### src/rtl/network_pkg.sv
// Shared types and constants for the network readout path.
// Holds the classifier FSM encoding and the default spike-counter width.
package network_pkg;

   localparam int CLS_CNT_W = 8;

   typedef enum logic [1:0] {
      IDLE,
      COUNT,
      SCAN,
      DONE
   } classifier_state_t;

endpackage

### src/rtl/spike_counter.sv
// Per-neuron saturating spike counter with a sticky flag that records
// whether the counter reached its maximum since the last clear.
module spike_counter
   import network_pkg::*;
#(
   parameter int CNT_W = CLS_CNT_W
) (
   input  logic             clk,
   input  logic             rst_n,
   input  logic             clr,
   input  logic             en,
   input  logic             inc,
   output logic [CNT_W-1:0] count,
   output logic             sat
);

   localparam logic [CNT_W-1:0] CNT_MAX = '1;

   logic [CNT_W-1:0] count_reg;
   logic             sat_reg;

   always_ff @(posedge clk or negedge rst_n) begin
      if (!rst_n) begin
         count_reg <= '0;
         sat_reg   <= 1'b0;
      end else if (clr) begin
         count_reg <= '0;
         sat_reg   <= 1'b0;
      end else if (en && inc && (count_reg != CNT_MAX)) begin
         count_reg <= count_reg + CNT_W'(1);
         if (count_reg == (CNT_MAX - CNT_W'(1)))
            sat_reg <= 1'b1;
      end
   end

   assign count = count_reg;
   assign sat   = sat_reg;

endmodule

### src/rtl/spike_classifier.sv
// Counts per-neuron spikes over a programmable window, then scans the counts
// one neuron per cycle to find the winning class and hands it off via valid/ready.
module spike_classifier
   import network_pkg::*;
#(
   parameter int NEURON_COUNT = 10,
   parameter int CNT_W        = CLS_CNT_W,
   parameter int IDX_W        = $clog2(NEURON_COUNT)
) (
   input  logic                    clk,
   input  logic                    rst_n,
   input  logic                    start,
   input  logic [15:0]             window_len,
   input  logic [NEURON_COUNT-1:0] spikes_in,
   output logic                    busy,
   output logic                    class_valid,
   input  logic                    class_ready,
   output logic [IDX_W-1:0]        class_idx,
   output logic [CNT_W-1:0]        class_count,
   output logic                    tie,
   output logic                    no_spike,
   output logic                    saturated
);

   classifier_state_t state_reg;
   logic [15:0]       remaining_reg;
   logic [IDX_W-1:0]  scan_idx_reg;
   logic [IDX_W-1:0]  best_idx_reg, best_idx_next;
   logic [CNT_W-1:0]  best_val_reg, best_val_next;
   logic              tie_acc_reg, tie_acc_next;

   logic              busy_reg, class_valid_reg, tie_reg, no_spike_reg, saturated_reg;
   logic [IDX_W-1:0]  class_idx_reg;
   logic [CNT_W-1:0]  class_count_reg;

   logic [CNT_W-1:0]        counts [NEURON_COUNT];
   logic [NEURON_COUNT-1:0] sat_vec;
   logic                    counter_clr, counter_en;
   logic [CNT_W-1:0]        scan_val;
   logic                    last_scan;

   assign counter_clr = (state_reg == IDLE) && start;
   assign counter_en  = (state_reg == COUNT);

   generate
      for (genvar gi = 0; gi < NEURON_COUNT; gi++) begin : g_cnt
         spike_counter #(.CNT_W(CNT_W)) u_cnt (
            .clk   (clk),
            .rst_n (rst_n),
            .clr   (counter_clr),
            .en    (counter_en),
            .inc   (spikes_in[gi]),
            .count (counts[gi]),
            .sat   (sat_vec[gi])
         );
      end
   endgenerate

   assign scan_val  = counts[scan_idx_reg];
   assign last_scan = (scan_idx_reg == IDX_W'(NEURON_COUNT - 1));

   // Strict greater-than keeps the lowest index on ties.
   always_comb begin
      best_val_next = best_val_reg;
      best_idx_next = best_idx_reg;
      tie_acc_next  = tie_acc_reg;
      if (scan_idx_reg == '0) begin
         best_val_next = scan_val;
         best_idx_next = '0;
         tie_acc_next  = 1'b0;
      end else if (scan_val > best_val_reg) begin
         best_val_next = scan_val;
         best_idx_next = scan_idx_reg;
         tie_acc_next  = 1'b0;
      end else if ((scan_val == best_val_reg) && (scan_val != '0)) begin
         tie_acc_next  = 1'b1;
      end
   end

   always_ff @(posedge clk or negedge rst_n) begin
      if (!rst_n) begin
         state_reg       <= IDLE;
         remaining_reg   <= '0;
         scan_idx_reg    <= '0;
         best_idx_reg    <= '0;
         best_val_reg    <= '0;
         tie_acc_reg     <= 1'b0;
         busy_reg        <= 1'b0;
         class_valid_reg <= 1'b0;
         class_idx_reg   <= '0;
         class_count_reg <= '0;
         tie_reg         <= 1'b0;
         no_spike_reg    <= 1'b0;
         saturated_reg   <= 1'b0;
      end else begin
         case (state_reg)
            IDLE: begin
               if (start) begin
                  remaining_reg <= window_len;
                  saturated_reg <= 1'b0;
                  busy_reg      <= 1'b1;
                  scan_idx_reg  <= '0;
                  state_reg     <= (window_len != 16'd0) ? COUNT : SCAN;
               end
            end
            COUNT: begin
               remaining_reg <= remaining_reg - 16'd1;
               if (remaining_reg == 16'd1)
                  state_reg <= SCAN;
            end
            SCAN: begin
               // Counters are frozen here, so their sticky flags are final.
               saturated_reg <= saturated_reg | (|sat_vec);
               best_val_reg  <= best_val_next;
               best_idx_reg  <= best_idx_next;
               tie_acc_reg   <= tie_acc_next;
               scan_idx_reg  <= scan_idx_reg + IDX_W'(1);
               if (last_scan) begin
                  state_reg       <= DONE;
                  scan_idx_reg    <= '0;
                  class_valid_reg <= 1'b1;
                  class_idx_reg   <= best_idx_next;
                  class_count_reg <= best_val_next;
                  no_spike_reg    <= (best_val_next == '0);
                  tie_reg         <= tie_acc_next && (best_val_next != '0);
               end
            end
            DONE: begin
               if (class_ready) begin
                  state_reg       <= IDLE;
                  class_valid_reg <= 1'b0;
                  busy_reg        <= 1'b0;
               end
            end
            default: state_reg <= IDLE;
         endcase
      end
   end

   assign busy        = busy_reg;
   assign class_valid = class_valid_reg;
   assign class_idx   = class_idx_reg;
   assign class_count = class_count_reg;
   assign tie         = tie_reg;
   assign no_spike    = no_spike_reg;
   assign saturated   = saturated_reg;

endmodule
### config.mk
export PLATFORM = sky130hd
export DESIGN_NAME = spike_classifier
export DESIGN_NICKNAME = d
export VERILOG_FILES = /design/src/rtl/network_pkg.sv /design/src/rtl/spike_counter.sv /design/src/rtl/spike_classifier.sv
export SDC_FILE = /design/constraint.sdc
export NUM_CORES = 1
export LEC_CHECK = 0
export ABC_AREA = 1
export CAP_MARGIN = 0
export CORE_MARGIN = 2
export CORE_UTILIZATION = 65
export CTS_CLUSTER_DIAMETER = 60
export DETAILED_ROUTE_END_ITERATION = 10
export GPL_TIMING_DRIVEN = 0
export PLACE_DENSITY = 0.86
export RECOVER_POWER = 25
export SLEW_MARGIN = 30
export SYNTH_ARGS = -nofsm -noshare
export SYNTH_HDL_FRONTEND = slang
export SYNTH_SLANG_ARGS = --single-unit
### constraint.sdc
create_clock -name clk -period 4.7 [get_ports clk]
set_clock_uncertainty 0.15 [all_clocks]
set_input_delay 0.94 -clock clk [delete_from_list [all_inputs] [get_ports clk]]
set_output_delay 0.94 -clock clk [all_outputs]
set_load 0.1 [all_outputs]
# --- Word level (Yosys, flattened, before mapping) ---
# Cells that the tools add are included.
op_classes:
  addsub: 12
  multipliers: 0
  div_mod_pow: 0
  n_lt_le_gt_ge: 2
  n_eq_ne: 30
  shift: 0
  mux: 78
  bitwise: 2
  n_reduce_logical: 70
ops:
  columns: ["op", "n"]
  rows:
  - ["two-way mux 8 bit", 24]
  - ["adder 8 x 1 -> 8 bit, second input constant", 10]
  - ["== test 8 bit, second input constant", 10]
  - ["inequality test 8 bit, second input constant", 10]
  - ["nonzero test 2 bit", 24]
  - ["two-way mux 1 bit", 37]
  - ["binary-select mux 8 bit (select 4 bit)", 1]
  - ["one-hot mux 16 bit (2 select lines)", 1]
  - ["AND reduction 2 bit", 13]
  - ["logical AND 1 bit", 23]
  - ["== test 16 x 1 -> 1 bit, second input constant", 1]
  - ["two-way mux 16 bit", 1]
  - ["two-way mux 4 bit", 4]
  - ["nonzero test 16 bit", 1]
  - ["nonzero test 8 bit", 2]
  - ["subtractor 16 x 1 -> 16 bit, second input constant", 1]
  - ["two-way mux 2 bit", 5]
  - ["OR reduction 10 bit", 1]
  - ["== test 8 bit", 1]
  - ["greater-than comparator 8 bit", 1]
  - ["zero test 8 bit", 1]
  - ["inequality test 2 bit, second input constant", 4]
  - ["one-hot mux 2 bit (4 select lines)", 1]
  - ["one-hot mux 4 bit (2 select lines)", 1]
  - ["12 further kinds", 16]
word_totals:
  reg_bits: 142
  latch_bits: 0
  mem_bits_rw: 0
  rom_bits: 0
  mem_count: 0

# --- Longest topological paths before layout ---
logic_depth:
  word_depth: 10
  mapped_depth: 26
  depth_no_buf: 24

# --- By module ---
# From an unflattened synthesis, not the netlist that was laid out.
hier_totals:
  cells_unflattened: 1419
  hier_area_um2: 9689.3
by_module_without_submodules:
  columns: ["mod", "n_inst", "cells_each", "area_each_um2", "seq_area_each_um2"]
  rows:
  - ["spike_counter", 10, 81, 574.3, 225.2]
  - ["spike_classifier", 1, 609, 3946.3, 1301.2]

# --- Worst setup path before layout ---
# Ideal clock, no wire load.
synth_path:
  path_type: "register -> register"
  startpoint: "register scan_idx_reg[0]"
  endpoint: "register no_spike_reg (netlist: no_spike)"
  setup_time_ps: 120
  arrival_time_ps: 2378
  required_time_ps: 4430
  setup_slack_ps: 2052
  path_stages_with_launch: 22
  period_less_slack_ps: 2648
  cell_sequence: "dfrtp_1 > buf_6 > inv_4 > buf_6 > nand2_1 > o211ai_1 > a21boi_1 > nor2_2 > inv_1 > ha_1 > nand2_1 > nor2_1 > nand4_1 > nand2_2 > nand2_2 > nand2_1 > nand2_1 > nand2_1 > nor2_1 > nand2_1 > nand2_1 > o21a_1"
synth_via:
  elab_chain_len: 8
synth_rtl:
  columns: ["element", "line", "source"]
  rows:
  - ["from (decl)", "spike_classifier.sv:27", "logic [IDX_W-1:0] scan_idx_reg;"]
  - ["from (signal assigned)", "spike_classifier.sv:117", "scan_idx_reg <= scan_idx_reg + IDX_W'(1);"]
  - ["inverter 4 -> 5 bit (implied by the code)", "spike_classifier.sv:59", "assign scan_val = counts[scan_idx_reg];"]
  - ["binary-select mux 8 bit (select 4 bit)", "spike_classifier.sv:59", null]
  - ["two-way mux 8 bit (implied by the code) (2 in series)", "spike_classifier.sv:59", null]
  - ["greater-than comparator 8 bit", "spike_classifier.sv:71", "end else if (scan_val > best_val_reg) begin"]
  - ["two-way mux 8 bit", "spike_classifier.sv:71", null]
  - ["two-way mux 8 bit", "spike_classifier.sv:67", "if (scan_idx_reg == '0) begin"]
  - ["zero test 8 bit", "spike_classifier.sv:124", "no_spike_reg <= (best_val_next == '0);"]
  - ["to (signal assigned)", "spike_classifier.sv:124", null]
  - ["to (decl)", "spike_classifier.sv:32", "logic busy_reg, class_valid_reg, tie_reg, no_spike_reg, saturated_reg;"]
# Parallel ways exist; a longest one is shown, timed or not. The select of a mux whose other input is x is not followed.
# A chain may end at the register's enable or synchronous reset.

# --- Final worst setup path ---
layout_path:
  startpoint: "register scan_idx_reg[1]"
  endpoint: "register tie_reg (netlist: tie)"
layout_via:
  elab_chain_len: 10
layout_rtl:
  columns: ["element", "line", "source"]
  rows:
  - ["branches (longest 10 deep; another with greater-than comparator 8 bit)", null, null]
  - ["to (signal assigned)", "spike_classifier.sv:125", "tie_reg <= tie_acc_next && (best_val_next != '0);"]
  - ["to (decl)", "spike_classifier.sv:32", null]
# Parallel ways; which one is timed is not known. The select of a mux whose other input is x is not followed.

==> flow_metrics.tcl <==
set metrics [dict create \
    worst-slew-pin-transition_ns 2.17 \
    crit_path_start_kind "register" \
    syn-instance-count 1143 \
    most_used_standard_cell_by_instance_count_after_synthesis "sky130_fd_sc_hd__nand2_1" \
    sw_frac_of_total_pct 45.4 \
    route.detailed.drc 0 \
    tritoncts "done" \
    dp_hpwl_um 15700 \
    synth.net_count 1210 \
    grt_util_met2_pct 55.9 \
    synth.ff_latch_count 142 \
    grt-ovfl-total 0 \
    critical_path_cell_count 26 \
    fp.coreArea_mm2 0.0127 \
    yosys.area_share.adder_pct 5.46 \
    ys_types 47 \
    achievable-frequency_mhz 300 \
    die_area_mm2 0.0140 \
    grt_util_all_layers_pct 34.2 \
    run_status "complete, but fails checks" \
    setup_slack_ns 1.37 \
    port-buffer-count 46 \
    cts_repair_resize_count 0 \
    power.density_mw_per_mm2 600 \
    ff2ff_path_depth 26 \
    post-synth-top-area-fraction_pct 41.9 \
    synth_area_mm2 0.00847 \
    drtPass1Iterations 5 \
    total_count_of_max_transition_violations_in_the_final_report 87 \
    insertion_delay_ns 0.44 \
    synth.area.mux_share_pct 0 \
    htreeDepth 4 \
    timing.hold.ws_ns 0.258 \
    clock_sinks 142 \
    power.combinational.fraction_pct 46.2 \
    combinational_family_with_the_most_area_after_synthesis "simple AND/OR/NAND/NOR gates" \
    maximum_number_of_pins_on_one_net_before_global_route_repair 87 \
    grt_antenna_before_repair 0 \
    detailedPlace.worstSlack_ns 1.43 \
    totalWireLength_um 23300 \
    netlist_top_cells_area "sky130_fd_sc_hd__dfrtp_1 (42%), sky130_fd_sc_hd__nand2_1 (12%), sky130_fd_sc_hd__inv_1 (7.4%)" \
    ys_top_cells_by_count "sky130_fd_sc_hd__nand2_1 (279), sky130_fd_sc_hd__inv_1 (168), sky130_fd_sc_hd__dfrtp_1 (142)" \
    synth.largest_area_cell "sky130_fd_sc_hd__dfrtp_1" \
    cts_inserted_buffers 17 \
    cellLeakagePower_nw 4.67 \
    totalNegativeSetupSlack_ns 0 \
    placed_area_mm2 0.00918 \
    final_min_period_over_clock_period_pct 70.9 \
    critical_path.max_stage_delay_ns 0.40 \
    fp.dieW_um 118 \
    power_report.internal_total_mw 3.21 \
    synth.yosys.seq_area_share_pct 41.9 \
    final_setup_violation_count 0 \
    worst-endpoint-arrival_ns 3.50 \
    via_count_of_the_first_global_routing_pass 7786 \
    cp_common_cell "sky130_fd_sc_hd__nand2_1" \
    p_seq_share_pct 29.5 \
    grt_pass1_wl_um 38000 \
    routed_wire_length_per_instance_um 16.7 \
    met1_usage_pct 45.8 \
    peakVddDrop_v 0.000408 \
    synth_simple_gate_area_share_pct 25.3 \
    clk_path_buf_depth 2 \
    worst-setup-path-type "reg2reg" \
    placed_cells 1362 \
    power.switching_mw 2.67 \
    syn2layout_area_growth_pct 15.4 \
    xor_xnor_portion_of_the_synthesized_cell_area_pct 0.103 \
    violations "max-capacitance violations, max-slew violations" \
    num_antenna_cells 0 \
    layout.nets 1276 \
    final_period_minus_worst_setup_slack_ns 3.33 \
    num_rows 41 \
    worstReg2RegStart "scan_idx_reg[1]" \
    remaining_antenna_violation_count_after_routing 0 \
    rr_endpoint "tie" \
    worst-r2r-setup-slack_ns 1.37 \
    critPathSlowestCell "sky130_fd_sc_hd__dfrtp_1" \
    clock_tree.root_cell "sky130_fd_sc_hd__clkbuf_16" \
    hold_path_class "in2async" \
    critical_path.n_buffers_inverters 4 \
    compound_gate_fraction_of_synth_area_pct 17.0 \
    syn-mean-instance-area_um2 7.41 \
    top_family_by_delay_on_critical_path "simple AND/OR/NAND/NOR gates" \
    timing.max_slew.rel_slack_pct -44.3 \
    clock_power_share_pct 24.3 \
    timing.final.hold_violations 0 \
    max_cap_violations 1 \
    synthArstFlopShare_pct 100 \
    post_layout_nonfiller_instances 1394 \
    die_ht_um 118 \
    final_area_mm2 0.00978 \
    cts_hold_buffers 0 \
    largest_register_ffs 80 \
    routabilityCongestion 0.921 \
    avgViaCountPerCell 5.89 \
    post-cts-setup-buffers 0 \
    cp.required_ns 4.87 \
    ys.warnings.count 0 \
    timing.critical_path.to_type "register" \
    synth-edff-count 0 \
    postSynth.topFlopCell "sky130_fd_sc_hd__dfrtp_1" \
    drt_first_iter_violations 944 \
    detailroute.via_count 8217 \
    groute.layer.met3.usage_pct 5.60 \
    setup_repair_after_global_routing_missed_its_margin "false" \
    grt_busiest_layer "met2" \
    io_pins 47 \
    path_max_fanout 10 \
    share_of_final_layout_standard_cells_stronger_than_drive_strength_1_pct 5.73 \
    clock_transition_at_the_register_clock_pins_on_the_worst_setup_and_hold_paths_after_cts_ns 0.06 \
    starting_density_of_the_core_pct 66.9 \
]
-- worst reg2reg max path, delay by kind of cell, from the launching register on --
kind,cells,cell delay [ns]
compound gates,1,0.07
simple gates,20,1.86
fa+ha+maj,1,0.31
buf+inv,4,0.45
flops,1,0.40
-- power by group through the flow --
stage | registers, mW | clock network [mW] | logic (mW)
2_1_floorplan | 1.76 | 0 | 1.85
3_3_place_gp | 1.73 | 0 | 2.54
3_5_place_dp | 1.73 | 0 | 2.61
4_1_cts | 1.72 | 1.43 | 2.67
5_1_grt | 1.76 | 1.48 | 3.03
6_report | 1.73 | 1.43 | 2.71
-- final cells by class --
cell class / count / area (um^2)
flip-flops and latches: 142 / 3550
repair buffers: 47 / 470
inverters: 175 / 667
multi-input cells: 793 / 4060
fillers: 941 / 2890
clock inverters: 14 / 193
well taps: 172 / 215
plain buffers: 33 / 193
clock buffers: 18 / 429
-- cells in the final DEF (no fill, tap or decap), drive strengths merged, types with 10 or more instances in the layout --
cell type	count
o22ai	12
nor3	41
o211ai	19
nand4	13
clkbuf	35
nand3	61
dfrtp	142
clkdlybuf4s50	45
a31oi	11
ha	37
a21oi	62
nand2	282
inv	174
buf	18
nor4	14
nor2	87
a211oi	10
o21ai	116
-- worst max path at each step --
stage	endpoint	from
floorplan	no_spike	scan_idx_reg[0]
global route	tie	scan_idx_reg[0]
global placement	class_count[6]	rst_n
finish	tie	scan_idx_reg[1]
detailed placement	g_cnt[9].u_cnt.count[6]	start
CTS	tie	scan_idx_reg[0]
-- per-layer routing --
layer / vias up / routed length [um]
li1: 3916 / -
met2: 350 / 11100
met1: 3883 / 9940
met3: 68 / 1640
met4: 0 / 612
met5: - / 0
-- metrics by stage --
stage,power [mW],util (%)
after floorplan,3.61,-
after global placement,4.26,72.2
after detailed placement,4.35,72.4
after CTS,5.82,77.4
after global routing,6.27,77.2
final,5.87,77.2
-- logic make-up after synthesis --
group	after synthesis
buffers and inverters	208
XOR/XNOR	1
AND/OR/NAND/NOR	502
adder cells (fa/ha/maj)	37
AO/OA/AOI/OAI	253
flip-flops	142
Power figures use the tool's default switching activity.
